### config.mk
export PLATFORM = sky130hd
export DESIGN_NAME = kv10_div_seq
export DESIGN_NICKNAME = d
export VERILOG_FILES = /design/src/rtl/kv10_div_seq.sv
export SDC_FILE = /design/constraint.sdc
export NUM_CORES = 1
export LEC_CHECK = 0
export CAP_MARGIN = 15
export CORE_MARGIN = 8
export CORE_UTILIZATION = 47
export CTS_BUF_LIST = sky130_fd_sc_hd__clkbuf_4
export CTS_CLUSTER_DIAMETER = 120
export CTS_CLUSTER_SIZE = 14
export DETAILED_ROUTE_END_ITERATION = 7
export MAX_ROUTING_LAYER = met4
export PLACE_DENSITY = 0.95
export RECOVER_POWER = 25
export REMOVE_ABC_BUFFERS = 1
export SETUP_SLACK_MARGIN = 0.15
export SLEW_MARGIN = 25
export SYNTH_ARGS = -nofsm -noshare
export SYNTH_HDL_FRONTEND = slang
export SYNTH_SLANG_ARGS = --single-unit
export TNS_END_PERCENT = 100
### constraint.sdc
create_clock -name clk -period 4.2 [get_ports clk]
set_input_delay 0.63 -clock clk [delete_from_list [all_inputs] [get_ports clk]]
set_output_delay 0.63 -clock clk [all_outputs]
set_load 0.05 [all_outputs]
### src/rtl/kv10_div_seq.sv
// kv10_div_seq: start/done divide sequencer that steps an external combinational ALU through DIV/IDIV.
// Define KV10_DIV_IDIV_EN to build IDIV (36/36) support; otherwise every operation is a 72/36 DIV.
`ifndef WORD
`define WORD 36
`endif
`ifndef aluCMDwidth
`define aluCMDwidth 6
`endif
`ifndef aluSETA
`define aluSETA 6'd1
`endif
`ifndef aluDIV_MAG72
`define aluDIV_MAG72 6'd20
`endif
`ifndef aluDIV_MAG36
`define aluDIV_MAG36 6'd21
`endif
`ifndef aluDIV_OP
`define aluDIV_OP 6'd22
`endif
`ifndef aluDIV_FIXR
`define aluDIV_FIXR 6'd23
`endif
`ifndef aluDIV_FIXUP
`define aluDIV_FIXUP 6'd24
`endif

module kv10_div_seq (
    input  logic                     clk,
    input  logic                     reset_n,
    input  logic                     start,
    input  logic                     is_idiv,
    input  logic [0:`WORD-1]         dividend_hi,
    input  logic [0:`WORD-1]         dividend_lo,
    input  logic [0:`WORD-1]         divisor,
    output logic                     busy,
    output logic                     done,
    output logic                     no_divide,
    output logic [0:`WORD-1]         quotient,
    output logic [0:`WORD-1]         remainder,
    output logic [`aluCMDwidth-1:0]  alu_cmd,
    output logic [0:`WORD-1]         alu_A,
    output logic [0:`WORD-1]         alu_Alow,
    output logic [0:`WORD-1]         alu_M,
    output logic                     alu_div_neg,
    input  logic [0:`WORD-1]         alu_result,
    input  logic [0:`WORD-1]         alu_resultlow,
    input  logic                     alu_overflow
);

    typedef enum logic [2:0] {StIdle, StMag, StStep, StFixr, StFixup, StDone} state_e;

    state_e           state_q, state_d;
    logic [0:`WORD-1] r_q, r_d, q_q, q_d, d_q, d_d;
    logic [0:`WORD-1] quo_q, quo_d, rem_q, rem_d;
    logic [5:0]       k_q, k_d;
    logic             n_q, n_d;
    logic             busy_q, busy_d, done_q, done_d, nd_q, nd_d;

`ifdef KV10_DIV_IDIV_EN
    localparam logic [0:`WORD-1] MostNeg = {1'b1, {(`WORD-1){1'b0}}};
    logic idiv_q, idiv_d;
`else
    logic unused_is_idiv;
    assign unused_is_idiv = is_idiv;
`endif

    always_comb begin
        state_d  = state_q;
        r_d      = r_q;
        q_d      = q_q;
        d_d      = d_q;
        k_d      = k_q;
        n_d      = n_q;
        quo_d    = quo_q;
        rem_d    = rem_q;
        nd_d     = nd_q;
`ifdef KV10_DIV_IDIV_EN
        idiv_d   = idiv_q;
`endif
        alu_cmd  = `aluSETA;
        alu_A    = r_q;
        alu_Alow = q_q;
        alu_M    = d_q;
        unique case (state_q)
            StIdle: begin
                if (start) begin
                    d_d     = divisor;
                    r_d     = dividend_hi;
                    q_d     = dividend_lo;
                    k_d     = 6'd0;
                    nd_d    = 1'b0;
                    state_d = StMag;
`ifdef KV10_DIV_IDIV_EN
                    idiv_d  = is_idiv;
                    n_d     = is_idiv ? dividend_lo[0] : dividend_hi[0];
                    // Most-negative / -1 overflows the quotient; the step sequence would not catch it.
                    if (is_idiv && dividend_lo == MostNeg && divisor == '1) begin
                        nd_d    = 1'b1;
                        state_d = StDone;
                    end
`else
                    n_d     = dividend_hi[0];
`endif
                end
            end
            StMag: begin
                alu_cmd = `aluDIV_MAG72;
`ifdef KV10_DIV_IDIV_EN
                if (idiv_q) begin
                    alu_cmd = `aluDIV_MAG36;
                    alu_A   = q_q;
                end
`endif
                r_d     = alu_result;
                q_d     = alu_resultlow;
                state_d = StStep;
            end
            StStep: begin
                alu_cmd = `aluDIV_OP;
                // A set first quotient bit means the quotient cannot fit (includes divisor 0).
                if (k_q == 6'd0 && alu_overflow) begin
                    nd_d    = 1'b1;
                    state_d = StDone;
                end else begin
                    r_d = alu_result;
                    q_d = alu_resultlow;
                    k_d = k_q + 6'd1;
                    if (k_q == 6'd35) state_d = StFixr;
                end
            end
            StFixr: begin
                alu_cmd = `aluDIV_FIXR;
                r_d     = alu_result;
                q_d     = alu_resultlow;
                state_d = StFixup;
            end
            StFixup: begin
                alu_cmd = `aluDIV_FIXUP;
                quo_d   = alu_result;
                rem_d   = alu_resultlow;
                state_d = StDone;
            end
            StDone: state_d = StIdle;
            default: state_d = StIdle;
        endcase
        busy_d = (state_d == StMag) || (state_d == StStep) || (state_d == StFixr) ||
                 (state_d == StFixup);
        done_d = (state_d == StDone);
    end

    always_ff @(posedge clk or negedge reset_n) begin
        if (!reset_n) begin
            state_q <= StIdle;
            r_q     <= '0;
            q_q     <= '0;
            d_q     <= '0;
            k_q     <= '0;
            n_q     <= 1'b0;
            quo_q   <= '0;
            rem_q   <= '0;
            busy_q  <= 1'b0;
            done_q  <= 1'b0;
            nd_q    <= 1'b0;
`ifdef KV10_DIV_IDIV_EN
            idiv_q  <= 1'b0;
`endif
        end else begin
            state_q <= state_d;
            r_q     <= r_d;
            q_q     <= q_d;
            d_q     <= d_d;
            k_q     <= k_d;
            n_q     <= n_d;
            quo_q   <= quo_d;
            rem_q   <= rem_d;
            busy_q  <= busy_d;
            done_q  <= done_d;
            nd_q    <= nd_d;
`ifdef KV10_DIV_IDIV_EN
            idiv_q  <= idiv_d;
`endif
        end
    end

    assign busy        = busy_q;
    assign done        = done_q;
    assign no_divide   = nd_q;
    assign quotient    = quo_q;
    assign remainder   = rem_q;
    assign alu_div_neg = n_q;

endmodule

==> qor.yml <==
run_status: "finished, violations left"
violations: "capacitance limit, slew limit"
clockRootBuffer: "clkbuf_4"
crit_arrival_ns: 2.73
antenna_found_initial: 1
cts_max_path_buffers: 2
areaGrowthSynthToFinish_pct: 48.4
path_clk_slew_ns: 0.17
placed_cells: 1180
use_met3_pct: 5.62
gp_congestion: 0.875
yosysUniqueCellTypes: 38
timing.final.hold_violations: 0
slew_violations: 39
r2r_slack_ns: 1.33
grt_max_degree: 118
rr_worst_depth: 4
dieArea_um2: 22800
grt_pass1_vias: 6875
syn_area_um2: 8550
portBuffers: 372
worstPathRequired_ns: 3.57
synth_seq_cells: 193
htree_levels: 4
routed_wl_um: 26500
detailed_place_hpwl_um: 19800
end_kind: "output pin"
track_usage_pct: 23.2
coreArea_um2: 17900
drc: 0
crit_path_max_fanout: 25
io_pins: 375
die_w_um: 151
grt_use_met1_pct: 25.3
fin_area_um2: 12700
yosys_warnings: 0
path_class: "flip-flop to output pin"
cts_tree: "yes"
cap_viol_max_count: 1
reg2reg_from: "state_q[0]"
grt_busiest_layer: "met2"
grt_pass1_wl_um: 38800
synth_area_per_cell_um2: 13.9
synthCells: 613
clk_latency_ns: 0.56
hold_ws_ns: 0.492
clock_skew_ns: 0.0295
start_util_pct: 47.7
min_period_over_period_pct: 80.0
worstMarginPinSlew_ns: 2.21
grt_use_met2_pct: 38.6
num-nets-final: 1159
drtIter0Drc: 308
rsz0062_at_grt: "false"
min_path_type: "flip-flop to flip-flop"
start_kind: "flip-flop"
rows: 49
clkSinkCount: 193
via_per_inst: 5.21
wl_per_cell_um: 21.8
yosysSeqAreaShare_pct: 56.5
cts_buffers: 17
placed_cell_area_um2: 12400
layout-drive-gt1-share_pct: 26.7
rr_endpoint: "alu_Alow[0]"
dieHeight_um: 151
dr_total_vias: 6333
worstHoldStart: "alu_M[23]"
max-slew-margin-rel_pct: -47.1
grt_overflow: 0
firstDrtPassIters: 4
min_to: "alu_M[23]"
instances_no_fill: 1216
setup_violations: 0
ant_nets: 0
hold_depth: 2
fmax_ghz: 0.298
period_minus_slack_ns: 3.36
final cells by class:
type / instances / area, um^2
diodes: 2 / 5.00
multi-input cells: 376 / 3480
fillers: 1203 / 5220
inverters: 5 / 18.8
repair buffers: 379 / 3820
flip-flops and latches: 193 / 4830
clock buffers: 17 / 128
clock inverters: 15 / 124
well taps: 229 / 287
worst max path at each step:
stage | start | to | slack (ns) | cells past startpoint
final | state_q[0] | alu_cmd[2] | 0.84 | 3
after CTS | state_q[0] | alu_cmd[2] | 0.75 | 3
after floorplan | state_q[0] | alu_cmd[2] | -1.45 | 2
after detailed placement | alu_overflow | alu_Alow[30] | 1.21 | 5
after global placement | alu_overflow | alu_A[22] | 1.31 | 5
after global routing | state_q[1] | alu_cmd[2] | 0.67 | 3
flip-flops by register name, indices dropped and copies added (netlist names):
signal	flops
state_q	3
quotient	36
alu_A	36
alu_div_neg	1
remainder	36
no_divide	1
done	1
alu_M	36
k_q	6
busy	1
alu_Alow	36
cells in the mapped netlist:
master | number | area share [%]
buf_6 | 2 | 0.26
o21a_1 | 1 | 0.088
nor2b_1 | 1 | 0.073
clkbuf_1 | 13 | 0.57
buf_1 | 7 | 0.31
buf_4 | 1 | 0.088
conb_1 | 1 | 0.044
or2_2 | 1 | 0.073
mux2i_1 | 3 | 0.35
ha_1 | 2 | 0.29
o21bai_1 | 4 | 0.35
o21ai_0 | 2 | 0.12
a21oi_1 | 4 | 0.23
clkbuf_2 | 1 | 0.058
buf_8 | 6 | 1.1
a211o_2 | 1 | 0.12
a21o_1 | 1 | 0.088
nand3b_1 | 1 | 0.088
dfrtp_1 | 193 | 56
nand2_1 | 118 | 5.2
mux2_2 | 148 | 19
nor4bb_1 | 1 | 0.12
nor4b_1 | 1 | 0.10
or4b_2 | 1 | 0.12
or3_1 | 3 | 0.22
inv_1 | 5 | 0.22
buf_2 | 8 | 0.47
nor3_1 | 1 | 0.058
o31ai_1 | 1 | 0.088
buf_12 | 1 | 0.23
o311a_1 | 1 | 0.12
or3b_2 | 1 | 0.10
xnor2_1 | 1 | 0.10
nor2_1 | 2 | 0.088
nand2b_1 | 2 | 0.15
nand3_1 | 3 | 0.18
or4_1 | 1 | 0.088
mux2_4 | 69 | 12
per-stage QoR:
stage	TNS [ns]	utilization (%)	worst slack, ns
global route	0	70.8	0.669
detailed placement	0	69.3	1.21
finish	0	70.9	0.840
floorplan	-37.37	-	-1.45
global placement	0	69.3	1.31
CTS	0	70.7	0.752
timing repair:
action                                  in CTS  in global routing
hold buffers                                 0                  1
gates resized for setup                      0                  0
buffers inserted                             0                  0
endpoints found under the setup margin       0                  0
hold endpoints to repair                     0                 38
worst max-delay path, cell delays in order (launching register included):
cell,delay [ns]
dfrtp_1,0.53
o21bai_4,0.83
inv_1,0.08
clkdlybuf4s50_1,0.75
routing by layer:
| metal | vias to the layer above | wire length, um |
|---|---|---|
| li1 | 2821 | - |
| met1 | 3165 | 9930 |
| met2 | 274 | 13500 |
| met3 | 73 | 1880 |
| met4 | 0 | 1260 |
| met5 | - | 0 |
kinds of logic (layout without fill, tap and decap cells):
| group | count (synthesis) | after routing | share of synthesized area (%) |
|---|---|---|---|
| AO/OA/AOI/OAI | 15 | 15 | 1.20 |
| buffers and inverters | 44 | 416 | 3.26 |
| flip-flops | 193 | 193 | 56.5 |
| adder cells (fa/ha/maj) | 2 | 2 | 0.293 |
| other | 1 | 3 | 0.0439 |
| AND/OR/NAND/NOR | 137 | 137 | 6.63 |
| multiplexers | 220 | 220 | 32.0 |
| XOR/XNOR | 1 | 1 | 0.102 |
layout by cell type (no fill, tap or decap), drive strengths merged, types with 2 or more instances in the layout:
cell             n
or3              3
clkinv           6
o21ai            2
ha               2
nand2          118
nand2b           2
nor2             2
dfrtp          193
clkinvlp         3
nand3            3
o21bai           4
mux2           217
mux2i            3
clkbuf          18
inv             11
buf              6
diode            2
a21oi            4
clkdlybuf4s50  371
Power is not shown: default switching activity piles up to over one toggle a cycle in this logic, so the estimate is an artifact.
